===== src/rtl/lsu_ctrl.sv =====
`default_nettype none
// ============================================================================
// Module   : lsu_ctrl
// Brief    : Load/store master between EXU and the data SRAM. Drives AR/R for
//            loads and AW/W/B for stores, extracts/extends load lanes,
//            generates store strobes, returns one response per request.
// Revision : 1.0  initial release
// ============================================================================
module lsu_ctrl #(
    parameter int ADDR_W = 32,
    parameter int DATA_W = 32
) (
    input  logic              clk,
    input  logic              rst,
    input  logic              req_valid_i,
    output logic              req_ready_o,
    input  logic              req_load_i,
    input  logic              req_store_i,
    input  logic [2:0]        req_funct3_i,
    input  logic [ADDR_W-1:0] req_addr_i,
    input  logic [DATA_W-1:0] req_wdata_i,
    input  logic [4:0]        req_rd_i,
    output logic [ADDR_W-1:0] araddr_o,
    output logic              arvalid_o,
    input  logic              arready_i,
    input  logic [DATA_W-1:0] rdata_i,
    input  logic [1:0]        rresp_i,
    input  logic              rvalid_i,
    output logic              rready_o,
    output logic [ADDR_W-1:0] awaddr_o,
    output logic              awvalid_o,
    input  logic              awready_i,
    output logic [DATA_W-1:0] wdata_o,
    output logic [7:0]        wstrb_o,
    output logic              wvalid_o,
    input  logic              wready_i,
    input  logic [1:0]        bresp_i,
    input  logic              bvalid_i,
    output logic              bready_o,
    output logic              resp_valid_o,
    input  logic              resp_ready_i,
    output logic [DATA_W-1:0] resp_data_o,
    output logic [4:0]        resp_rd_o,
    output logic              resp_err_o
);

    typedef enum logic [2:0] {
        S_IDLE = 3'd0,
        S_AR   = 3'd1,
        S_R    = 3'd2,
        S_WR   = 3'd3,
        S_B    = 3'd4,
        S_DONE = 3'd5
    } state_t;

    state_t            state_q, state_d;
    logic [ADDR_W-1:0] addr_q, addr_d;
    logic [2:0]        funct3_q, funct3_d;
    logic [4:0]        rd_q, rd_d;
    logic [DATA_W-1:0] wdata_q, wdata_d;
    logic [3:0]        wstrb_q, wstrb_d;
    logic [DATA_W-1:0] data_q, data_d;
    logic              err_q, err_d;
    logic              aw_done_q, aw_done_d;
    logic              w_done_q, w_done_d;

    logic              w_misaligned;
    logic [DATA_W-1:0] w_rshift;
    logic [DATA_W-1:0] w_ext;
    logic [3:0]        w_strb;

    // Alignment rule: halfwords need addr[0]=0, words need addr[1:0]=0.
    assign w_misaligned =
        (((req_funct3_i == 3'b001) || (req_funct3_i == 3'b101)) && req_addr_i[0]) ||
        ((req_funct3_i == 3'b010) && (req_addr_i[1:0] != 2'b00));

    // Load lane extraction and sign/zero extension of the returning beat.
    always_comb begin
        w_rshift = rdata_i >> {addr_q[1:0], 3'b000};
        w_ext    = w_rshift;
        case (funct3_q)
            3'b000:  w_ext = {{(DATA_W-8){w_rshift[7]}},   w_rshift[7:0]};
            3'b001:  w_ext = {{(DATA_W-16){w_rshift[15]}}, w_rshift[15:0]};
            3'b100:  w_ext = {{(DATA_W-8){1'b0}},          w_rshift[7:0]};
            3'b101:  w_ext = {{(DATA_W-16){1'b0}},         w_rshift[15:0]};
            default: w_ext = w_rshift;
        endcase
    end

    // Store byte strobes from the incoming request size and offset.
    always_comb begin
        case (req_funct3_i[1:0])
            2'b00:   w_strb = 4'b0001 << req_addr_i[1:0];
            2'b01:   w_strb = 4'b0011 << req_addr_i[1:0];
            default: w_strb = 4'b1111;
        endcase
    end

    // Next-state and datapath update for the request sequencer.
    always_comb begin
        state_d   = state_q;
        addr_d    = addr_q;
        funct3_d  = funct3_q;
        rd_d      = rd_q;
        wdata_d   = wdata_q;
        wstrb_d   = wstrb_q;
        data_d    = data_q;
        err_d     = err_q;
        aw_done_d = aw_done_q;
        w_done_d  = w_done_q;
        case (state_q)
            S_IDLE: begin
                if (req_valid_i) begin
                    addr_d    = req_addr_i;
                    funct3_d  = req_funct3_i;
                    rd_d      = req_rd_i;
                    data_d    = '0;
                    err_d     = 1'b0;
                    aw_done_d = 1'b0;
                    w_done_d  = 1'b0;
                    wdata_d   = '0;
                    wstrb_d   = 4'b0000;
                    if (!req_load_i && !req_store_i) begin
                        state_d = S_DONE;
                    end else if (w_misaligned) begin
                        err_d   = 1'b1;
                        state_d = S_DONE;
                    end else if (req_load_i) begin
                        state_d = S_AR;
                    end else begin
                        wdata_d = req_wdata_i << {req_addr_i[1:0], 3'b000};
                        wstrb_d = w_strb;
                        state_d = S_WR;
                    end
                end
            end
            S_AR: begin
                if (arready_i) state_d = S_R;
            end
            S_R: begin
                if (rvalid_i) begin
                    data_d  = w_ext;
                    err_d   = (rresp_i != 2'b00);
                    state_d = S_DONE;
                end
            end
            S_WR: begin
                // AW and W complete independently; leave once both are done.
                if (awready_i) aw_done_d = 1'b1;
                if (wready_i)  w_done_d  = 1'b1;
                if ((aw_done_q || awready_i) && (w_done_q || wready_i)) state_d = S_B;
            end
            S_B: begin
                if (bvalid_i) begin
                    err_d   = (bresp_i != 2'b00);
                    state_d = S_DONE;
                end
            end
            S_DONE: begin
                if (resp_ready_i) state_d = S_IDLE;
            end
            default: state_d = S_IDLE;
        endcase
    end

    // State and datapath registers with asynchronous active-low reset.
    always_ff @(posedge clk or negedge rst) begin
        if (!rst) begin
            state_q   <= S_IDLE;
            addr_q    <= '0;
            funct3_q  <= 3'b000;
            rd_q      <= 5'd0;
            wdata_q   <= '0;
            wstrb_q   <= 4'b0000;
            data_q    <= '0;
            err_q     <= 1'b0;
            aw_done_q <= 1'b0;
            w_done_q  <= 1'b0;
        end else begin
            state_q   <= state_d;
            addr_q    <= addr_d;
            funct3_q  <= funct3_d;
            rd_q      <= rd_d;
            wdata_q   <= wdata_d;
            wstrb_q   <= wstrb_d;
            data_q    <= data_d;
            err_q     <= err_d;
            aw_done_q <= aw_done_d;
            w_done_q  <= w_done_d;
        end
    end

    // Valids/readies decode purely from registered state.
    assign req_ready_o  = (state_q == S_IDLE);
    assign arvalid_o    = (state_q == S_AR);
    assign rready_o     = (state_q == S_R);
    assign awvalid_o    = (state_q == S_WR) && !aw_done_q;
    assign wvalid_o     = (state_q == S_WR) && !w_done_q;
    assign bready_o     = (state_q == S_B);
    assign resp_valid_o = (state_q == S_DONE);

    assign araddr_o    = {addr_q[ADDR_W-1:2], 2'b00};
    assign awaddr_o    = {addr_q[ADDR_W-1:2], 2'b00};
    assign wdata_o     = wdata_q;
    assign wstrb_o     = {4'b0000, wstrb_q};
    assign resp_data_o = data_q;
    assign resp_rd_o   = rd_q;
    assign resp_err_o  = err_q;

endmodule
`default_nettype wire


===== config.mk =====
export PLATFORM = sky130hd
export DESIGN_NAME = lsu_ctrl
export DESIGN_NICKNAME = d
export VERILOG_FILES = /design/src/rtl/lsu_ctrl.sv
export SDC_FILE = /design/constraint.sdc
export NUM_CORES = 1
export LEC_CHECK = 0
export ABC_AREA = 1
export CORE_MARGIN = 3
export CORE_UTILIZATION = 48
export CTS_BUF_LIST = sky130_fd_sc_hd__clkbuf_8
export DETAILED_ROUTE_END_ITERATION = 8
export GPL_ROUTABILITY_DRIVEN = 1
export PLACE_DENSITY = 0.89
export SETUP_SLACK_MARGIN = 0.1
export SYNTH_ARGS = -nofsm -noshare
export SYNTH_HDL_FRONTEND = slang
export SYNTH_SLANG_ARGS = --single-unit

===== constraint.sdc =====
create_clock -name clk -period 3 [get_ports clk]
set_input_delay 0.45 -clock clk [delete_from_list [all_inputs] [get_ports clk]]
set_output_delay 0.45 -clock clk [all_outputs]
set_load 0.05 [all_outputs]

# Word-level counts from Yosys, hierarchy flattened
# Index checks and enable logic that the tools add are counted.
# W data, S select, Z words.
[totals]
output_inout_bits = 149
wordCells = 95
register_bits = 114
inputBits = 119
[op_classes]
shifts = 4
muxes = 32
eq_ne = 20
reduce_logical = 29
[ops]
columns = ["op", "count"]
rows = [
  ["$mux W32", 5],
  ["$pmux W32 S4", 1],
  ["$pmux W32 S2", 1],
  ["$shl A32 B5 Y32", 1],
  ["$shr A32 B5 Y32", 1],
  ["$mux W3", 8],
  ["$pmux W3 S6", 1],
  ["$eq A3 B3 Y1 const B", 5],
  ["$mux W4", 3],
  ["$ne A2 B2 Y1 const B", 6],
  ["$reduce_bool A2 Y1", 5],
  ["$eq A3 B1 Y1 const B", 3],
  ["$eq A3 B2 Y1 const B", 3],
  ["$reduce_and A3 Y1", 3],
  ["$mux W1", 8],
  ["$pmux W4 S2", 1],
  ["$logic_and A1 B1 Y1", 6],
  ["$logic_not A3 Y1", 2],
  ["$reduce_and A6 Y1", 1],
  ["$logic_not A1 Y1", 4],
  ["$logic_or A1 B1 Y1", 4],
  ["$ne A2 B1 Y1 const B", 2],
  ["$pmux W1 S2", 2],
  ["$reduce_and A4 Y1", 1],
  ["8 further kinds", 8],
]

# Depth between registers and ports, before layout
# Gate-level depths: netlist of the first run.
[depth]
word_depth = 8
ltp_mapped = 10
depth_no_buf = 9

# Least setup slack after synthesis of the first run
# Ideal clock, no wire load.
[synth_timing]
path_type = "reg-to-output"
start = "register state_q[0]"
end = "output port arvalid_o"
arrival_time_ns = 1.642
n_path_buf = 0
setup_slack_ns = 0.908
path_stages_with_launch = 3
t_required_ns = 2.550
path_cell_list = "dfrtp_1 > inv_1 > nor3_1"
[synth_between]
elab_chain_len = 1
[synth_rtl]
columns = ["element", "line", "rtl"]
rows = [
  ["from (decl)", "56", "state_t state_q, state_d;"],
  ["from (signal assigned)", "180", "state_q <= state_d;"],
  ["$eq A3 B1 Y1", "195", "assign arvalid_o = (state_q == S_AR);"],
  ["to (decl)", "24", "output logic arvalid_o,"],
]
# Every way passes these cells.

# Worst setup path after layout of the first run
[layout_timing]
start = "register state_q[2]"
end = "output port wvalid_o"
[layout_between]
elab_chain_len = 2
[layout_rtl]
columns = ["element", "line", "rtl"]
rows = [
  ["$eq A3 B2 Y1", "198", "assign wvalid_o = (state_q == S_WR) && !w_done_q;"],
  ["$logic_and A1 B1 Y1", "198", ""],
  ["to (decl)", "35", "output logic wvalid_o,"],
]
# Every way passes these cells.

==> results.sh, run 1 <==
export IMPL_cts_sinks=114
export IMPL_viasPerCell=5.09
export IMPL_synth_area_um2=6340
export IMPL_p_int_mw=4.89
export IMPL_crit_fanout=7
export IMPL_diodes=0
export IMPL_ios=268
export IMPL_clkTransAtPathRegs_ns=0.06
export IMPL_firstDrtPassIters=5
export IMPL_finalPower_mw=10.4
export IMPL_startpoint_type="register"
export IMPL_p_leak_nw=4.33
export IMPL_finalHoldViolations=0
export IMPL_synth_cell_types=34
export IMPL_gp_congestion=0.920
export IMPL_die_area_um2=14600
export IMPL_dpl_hpwl_mm=14.0
export IMPL_cp_end_kind="output port"
export IMPL_initial_core_util=0.497
export IMPL_numCtsBuffers=17
export IMPL_timing_critical_path_to="wvalid_o"
export IMPL_reg2reg_setup_slack_ns=1.08
export IMPL_placed_area_um2=8540
export IMPL_worstPathRequired_ns=2.55
export IMPL_wl_per_cell_um=15.6
export IMPL_row_count=41
export IMPL_grt_pass1_wl_mm=29.8
export IMPL_cts_root_buf="clkbuf_8"
export IMPL_synth_seq_cells=114
export IMPL_worst_slew_pin_slew_ns=0.699
export IMPL_port_buffers=259
export IMPL_cts_setup_buffers=0
export IMPL_crit_path_start="state_q[2]$_DFFE_PN0P_"
export IMPL_fin_setup_tns_ns=0
export IMPL_routed_wl_mm=18.8
export IMPL_antenna_found_initial=0
export IMPL_rsz0062_at_grt="no"
export IMPL_period_share=0.890
export IMPL_min_period_ns=2.67
export IMPL_synth_top_area_frac=0.450
export IMPL_netlist_top_cells_area="dfrtp_1, nand2_1, buf_4"
export IMPL_grt_max_degree=47
export IMPL_clockBufferDepth=2
export IMPL_grt_pass1_vias=6009
export IMPL_finalSetupViolations=0
export IMPL_yosysTopAreaCell="dfrtp_1"
export IMPL_drtAntennaViolNets=0
export IMPL_dieWidth_um=121
export IMPL_swShare=0.530
export IMPL_rr_endpoint="wdata_o[20]$_DFFE_PN0P_"
export IMPL_track_usage=0.259
export IMPL_netlist_instances=832
export IMPL_peakVddDrop_v=0.000705
export IMPL_cts_tree="built"
export IMPL_pwr_share_clk=0.131
export IMPL_synth_edff_count=0
export IMPL_hold_class="register to register"
export IMPL_vias=6143
export IMPL_slew_viol_final=0
export IMPL_setup_worst_path_class="register to output port"
export IMPL_p_per_area_nw_per_um2=1170
export IMPL_drive_above_1_share=0.0764
export IMPL_clk_latency_ns=0.43
export IMPL_synth_warnings=0
export IMPL_finalClockSkew_ns=0.00790
export IMPL_reg2reg_depth=8
export IMPL_power_switching_mw=5.52
export IMPL_hold_ws_ns=0.481
export IMPL_cap_violations=0
export IMPL_avgSynthCellArea_um2=7.63
export IMPL_timing_fmax_mhz=375
export IMPL_yosys_top_cells_count="nand2_1, dfrtp_1, buf_4"
export IMPL_remaining_drc_errors=0
export IMPL_htreeDepth=4
export IMPL_r2r_start="state_q[2]$_DFFE_PN0P_"
export IMPL_nNetsFinal=1142
export IMPL_fin_area_um2=8930
export IMPL_final_util=0.699
export IMPL_die_h_um=121
export IMPL_core_area_um2=12800
export IMPL_run_status="finished, final reports clean"
export IMPL_syn2layout_area_growth_pct=40.7
export IMPL_critPathArrivalTime_ns=2.22
export IMPL_seq_power_share=0.247
export IMPL_overflow=0
export IMPL_combinationalPowerShare=0.623
export IMPL_drt_iter0_drc=557
export IMPL_max_slew_margin=0.532
export IMPL_synth_most_common_cell="nand2_1"
export IMPL_synthArstFlopShare=1.00
export IMPL_synth_ff_type="dfrtp_1"
export IMPL_yosysSeqAreaShare=0.450
-- timing repair --
item | CTS | global route
hold buffers | 1 | 0
resized for setup | 0 | 1
endpoints found under the setup margin | 0 | 1
endpoints found under the hold margin | 5 | 0
-- critical path, cell delays in order, from the launching register on --
cell and delay, ns:
dfrtp_1 0.48, inv_1 0.13, nand2_1 0.07, nor2_1 0.12
inv_1 0.09, nor2_1 0.09, clkdlybuf4s50_1 0.80
-- metal layers --
layer,vias up,global-route usage,part of all wire
met4,0,0.0963,0.022
met1,2863,0.311,0.39
met2,303,0.430,0.49
met3,33,0.0881,0.097
li1,2944,-,-
met5,-,0,0
-- state kept, by name, summed over array words and instances, names as in the netlist --
| name | flops |
|---|---|
| addr_q | 32 |
| resp_data_o | 32 |
| wdata_o | 32 |
| resp_rd_o | 5 |
| wstrb_q | 4 |
| funct3_q | 3 |
| state_q | 3 |
| aw_done_q | 1 |
| resp_err_o | 1 |
| w_done_q | 1 |
-- cell families (layout without fill, tap and decap cells) --
group	count (synthesis)	after routing	share of synthesized area
simple gates	464	464	0.305
buf+inv	147	342	0.141
flops	114	114	0.450
compound gates	98	98	0.0905
mux	8	8	0.0126
other cells	1	8	0.000591
-- per-stage QoR --
stage / std cells / setup WS, ns
after floorplan: 839 / 0.908
after global placement: 1175 / 0.674
after detailed placement: 1175 / 0.601
after CTS: 1206 / 0.282
after global routing: 1206 / 0.123
final: 1206 / 0.331
-- worst min-delay path by stage --
stage / start / end / slack (ns) / depth (start not counted)
global placement: resp_rd_o[4]$_DFFE_PN0P_ / resp_rd_o[4]$_DFFE_PN0P_ / 0.45 / 2
finish: resp_rd_o[4]$_DFFE_PN0P_ / resp_rd_o[4]$_DFFE_PN0P_ / 0.48 / 2
CTS: resp_data_o[20]$_DFFE_PN0P_ / resp_data_o[20]$_DFFE_PN0P_ / 0.48 / 2
global route: resp_data_o[19]$_DFFE_PN0P_ / resp_data_o[19]$_DFFE_PN0P_ / 0.49 / 2
floorplan: rst / addr_q[0]$_DFFE_PN0P_ / 0.15 / 0
detailed placement: rst / resp_data_o[22]$_DFFE_PN0P_ / 0.47 / 1
-- power groups by stage --
stage / clock network, mW / logic (mW) / registers, mW
finish: 1.36 / 6.48 / 2.57
global route: 1.47 / 6.89 / 2.64
CTS: 1.39 / 6.51 / 2.57
detailed placement: 0 / 6.49 / 2.58
global placement: 0 / 6.40 / 2.57
floorplan: 0 / 3.93 / 3.58
-- area by class of cell --
cell class	instances	area, um^2
clock inverter	7	57.6
timing repair buffer	274	2720
clock buffer	23	317
inverter	38	143
tap	172	215
multi-input combinational	578	2630
fill	1008	3840
sequential	114	2850
-- placed cells by master (no fill, tap or decap), types with 2 or more instances in the layout --
| cell | count |
|---|---|
| clkbuf_8 | 23 |
| nand4_1 | 2 |
| nand3_4 | 2 |
| a21oi_1 | 3 |
| o21ai_0 | 64 |
| dfrtp_1 | 114 |
| nor3_1 | 5 |
| nor2_1 | 20 |
| inv_1 | 33 |
| inv_2 | 6 |
| clkdlybuf4s50_1 | 257 |
| o21ai_2 | 10 |
| or2_2 | 6 |
| conb_1 | 8 |
| o22ai_1 | 4 |
| nand2_1 | 362 |
| nor2_4 | 2 |
| clkinv_2 | 4 |
| mux2i_1 | 8 |
| nand2_2 | 6 |
| o211ai_1 | 15 |
| buf_4 | 14 |
| nand3_1 | 53 |
Note: power is estimated with default switching activity, not from simulation.
==> inputs of run 2 (changes only) <==
GPL_ROUTABILITY_DRIVEN = not set   (was 1)
SKIP_CTS_REPAIR_TIMING = 1   (was not set)
==> results.sh, run 2 (synthesized netlist as in run 1, its figures left out) <==
export IMPL_crit_fanout=7
export IMPL_critPathArrivalTime_ns=2.21
export IMPL_met1_length_mm=7.36
export IMPL_grt_pass1_vias=6000
export IMPL_min_period_ns=2.66
export IMPL_die_area_um2=14600
export IMPL_cp_end_kind="output port"
export IMPL_overflow=0
export IMPL_ios=268
export IMPL_fin_setup_tns_ns=0
export IMPL_hold_class="input pin to async pin"
export IMPL_cpLargestDelayFamily="buffers and inverters"
export IMPL_max_slew_margin=0.537
export IMPL_run_status="finished, final reports clean"
export IMPL_nNetsFinal=1141
export IMPL_p_per_area_nw_per_um2=1170
export IMPL_cap_violations=0
export IMPL_layout_common_cells="nand2_1, clkdlybuf4s50_1, dfrtp_1"
export IMPL_wl_met2_mm=9.21
export IMPL_gp_congestion=0.920
export IMPL_finalSetupViolations=0
export IMPL_numCtsBuffers=17
export IMPL_cts_sinks=114
export IMPL_die_h_um=121
export IMPL_crit_path_start="state_q[2]$_DFFE_PN0P_"
export IMPL_r2r_start="state_q[2]$_DFFE_PN0P_"
export IMPL_grt_max_degree=47
export IMPL_reg2reg_depth=8
export IMPL_cts_tree="built"
export IMPL_drive_above_1_share=0.0765
export IMPL_cts_root_buf="clkbuf_8"
export IMPL_antenna_found_initial=0
export IMPL_clockBufferDepth=2
export IMPL_cpPeakStageDelay_ns=0.80
export IMPL_wl_met3_mm=1.78
export IMPL_finalHoldViolations=0
export IMPL_vias=6121
export IMPL_dieWidth_um=121
export IMPL_dpl_hpwl_mm=14.0
export IMPL_firstDrtPassIters=5
export IMPL_routed_wl_mm=18.8
export IMPL_p_leak_nw=4.32
export IMPL_path_cells="inv_1, nand2_1, nor2_1, inv_1, nor2_1, clkdlybuf4s50_1"
export IMPL_drt_iter0_drc=579
export IMPL_worstPathRequired_ns=2.55
export IMPL_worst_slew_pin_slew_ns=0.692
export IMPL_reg2reg_setup_slack_ns=1.09
export IMPL_rsz0062_at_grt="no"
export IMPL_layout_commonest_cell="nand2_1"
export IMPL_path_buf_inv=3
export IMPL_fin_area_um2=8920
export IMPL_viasPerCell=5.08
export IMPL_placed_area_um2=8540
export IMPL_finalClockSkew_ns=0.00859
export IMPL_highest_layer="met4"
export IMPL_fillCellCount=1009
export IMPL_peakVddDrop_v=0.000705
export IMPL_startpoint_type="register"
export IMPL_row_count=41
export IMPL_remaining_drc_errors=0
export IMPL_diodes=0
export IMPL_rr_endpoint="wdata_o[20]$_DFFE_PN0P_"
export IMPL_syn2layout_area_growth_pct=40.6
export IMPL_clk_latency_ns=0.43
export IMPL_clkTransAtPathRegs_ns=0.06
export IMPL_timing_fmax_mhz=375
export IMPL_slowest_stage="clkdlybuf4s50_1"
export IMPL_slew_viol_final=0
export IMPL_core_area_um2=12800
export IMPL_port_buffers=259
export IMPL_htreeDepth=4
export IMPL_period_share=0.888
export IMPL_drtAntennaViolNets=0
export IMPL_track_usage=0.258
export IMPL_setup_worst_path_class="register to output port"
export IMPL_finalPower_mw=10.4
export IMPL_initial_core_util=0.497
export IMPL_wl_per_cell_um=15.6
export IMPL_grt_pass1_wl_mm=29.8
[run 2: cell types whose count changed in the layout (fill, tap and decap cells not counted)]
| cell | previous run | this run |
|---|---|---|
| dlygate4sd3_1 | 1 | 0 |
[run 2: worst max-delay path by stage]
stage | end | slack (ns) | cells past startpoint
2_1_floorplan | arvalid_o | 0.91 | 2
3_3_place_gp | wdata_o[3]$_DFFE_PN0P_ | 0.67 | 8
3_5_place_dp | wdata_o[3]$_DFFE_PN0P_ | 0.60 | 8
4_1_cts | awvalid_o | 0.28 | 6
5_1_grt | wvalid_o | 0.12 | 6
6_report | wvalid_o | 0.34 | 6
[run 2: final cells by class]
type / count / area (um^2) / area share
clock inverters: 7 / 57.6 / 0.00645
flip-flops and latches: 114 / 2850 / 0.320
inverters: 38 / 143 / 0.0160
repair buffers: 273 / 2710 / 0.304
multi-input cells: 578 / 2630 / 0.294
clock buffers: 23 / 317 / 0.0355
well taps: 172 / 215 / 0.0241
[run 2: worst reg2reg max path, stage by stage, from the launching register on]
cell and delay (ns):
dfrtp_1 0.47, nor2_4 0.21, nand2_2 0.11, inv_1 0.10
nand2_2 0.28, buf_4 0.33, o22ai_1 0.20, nand2_1 0.09
nand2_1 0.06
[run 2: per-stage QoR]
step	instances	hold WS [ns]	util	worst slack, ns
detailed placement	1175	0.465	0.669	0.601
global route	1205	0.0147	0.698	0.123
global placement	1175	0.454	0.669	0.674
CTS	1205	-0.00235	0.698	0.282
floorplan	839	0.154	-	0.908
finish	1205	0.00605	0.698	0.335
[run 2: metal layers]
| layer | vias to the layer above | track usage |
|---|---|---|
| met5 | - | 0 |
| met4 | 0 | 0.0963 |
| met3 | 32 | 0.0881 |
| met2 | 298 | 0.429 |
| met1 | 2851 | 0.311 |
| li1 | 2940 | - |
[run 2: power by group]
part	internal, mW	total, mW	switching (mW)
Sequential	2.12	2.57	0.445
Clock	0.767	1.36	0.594
Combinational	2.00	6.48	4.48
Total	4.89	10.4	5.52
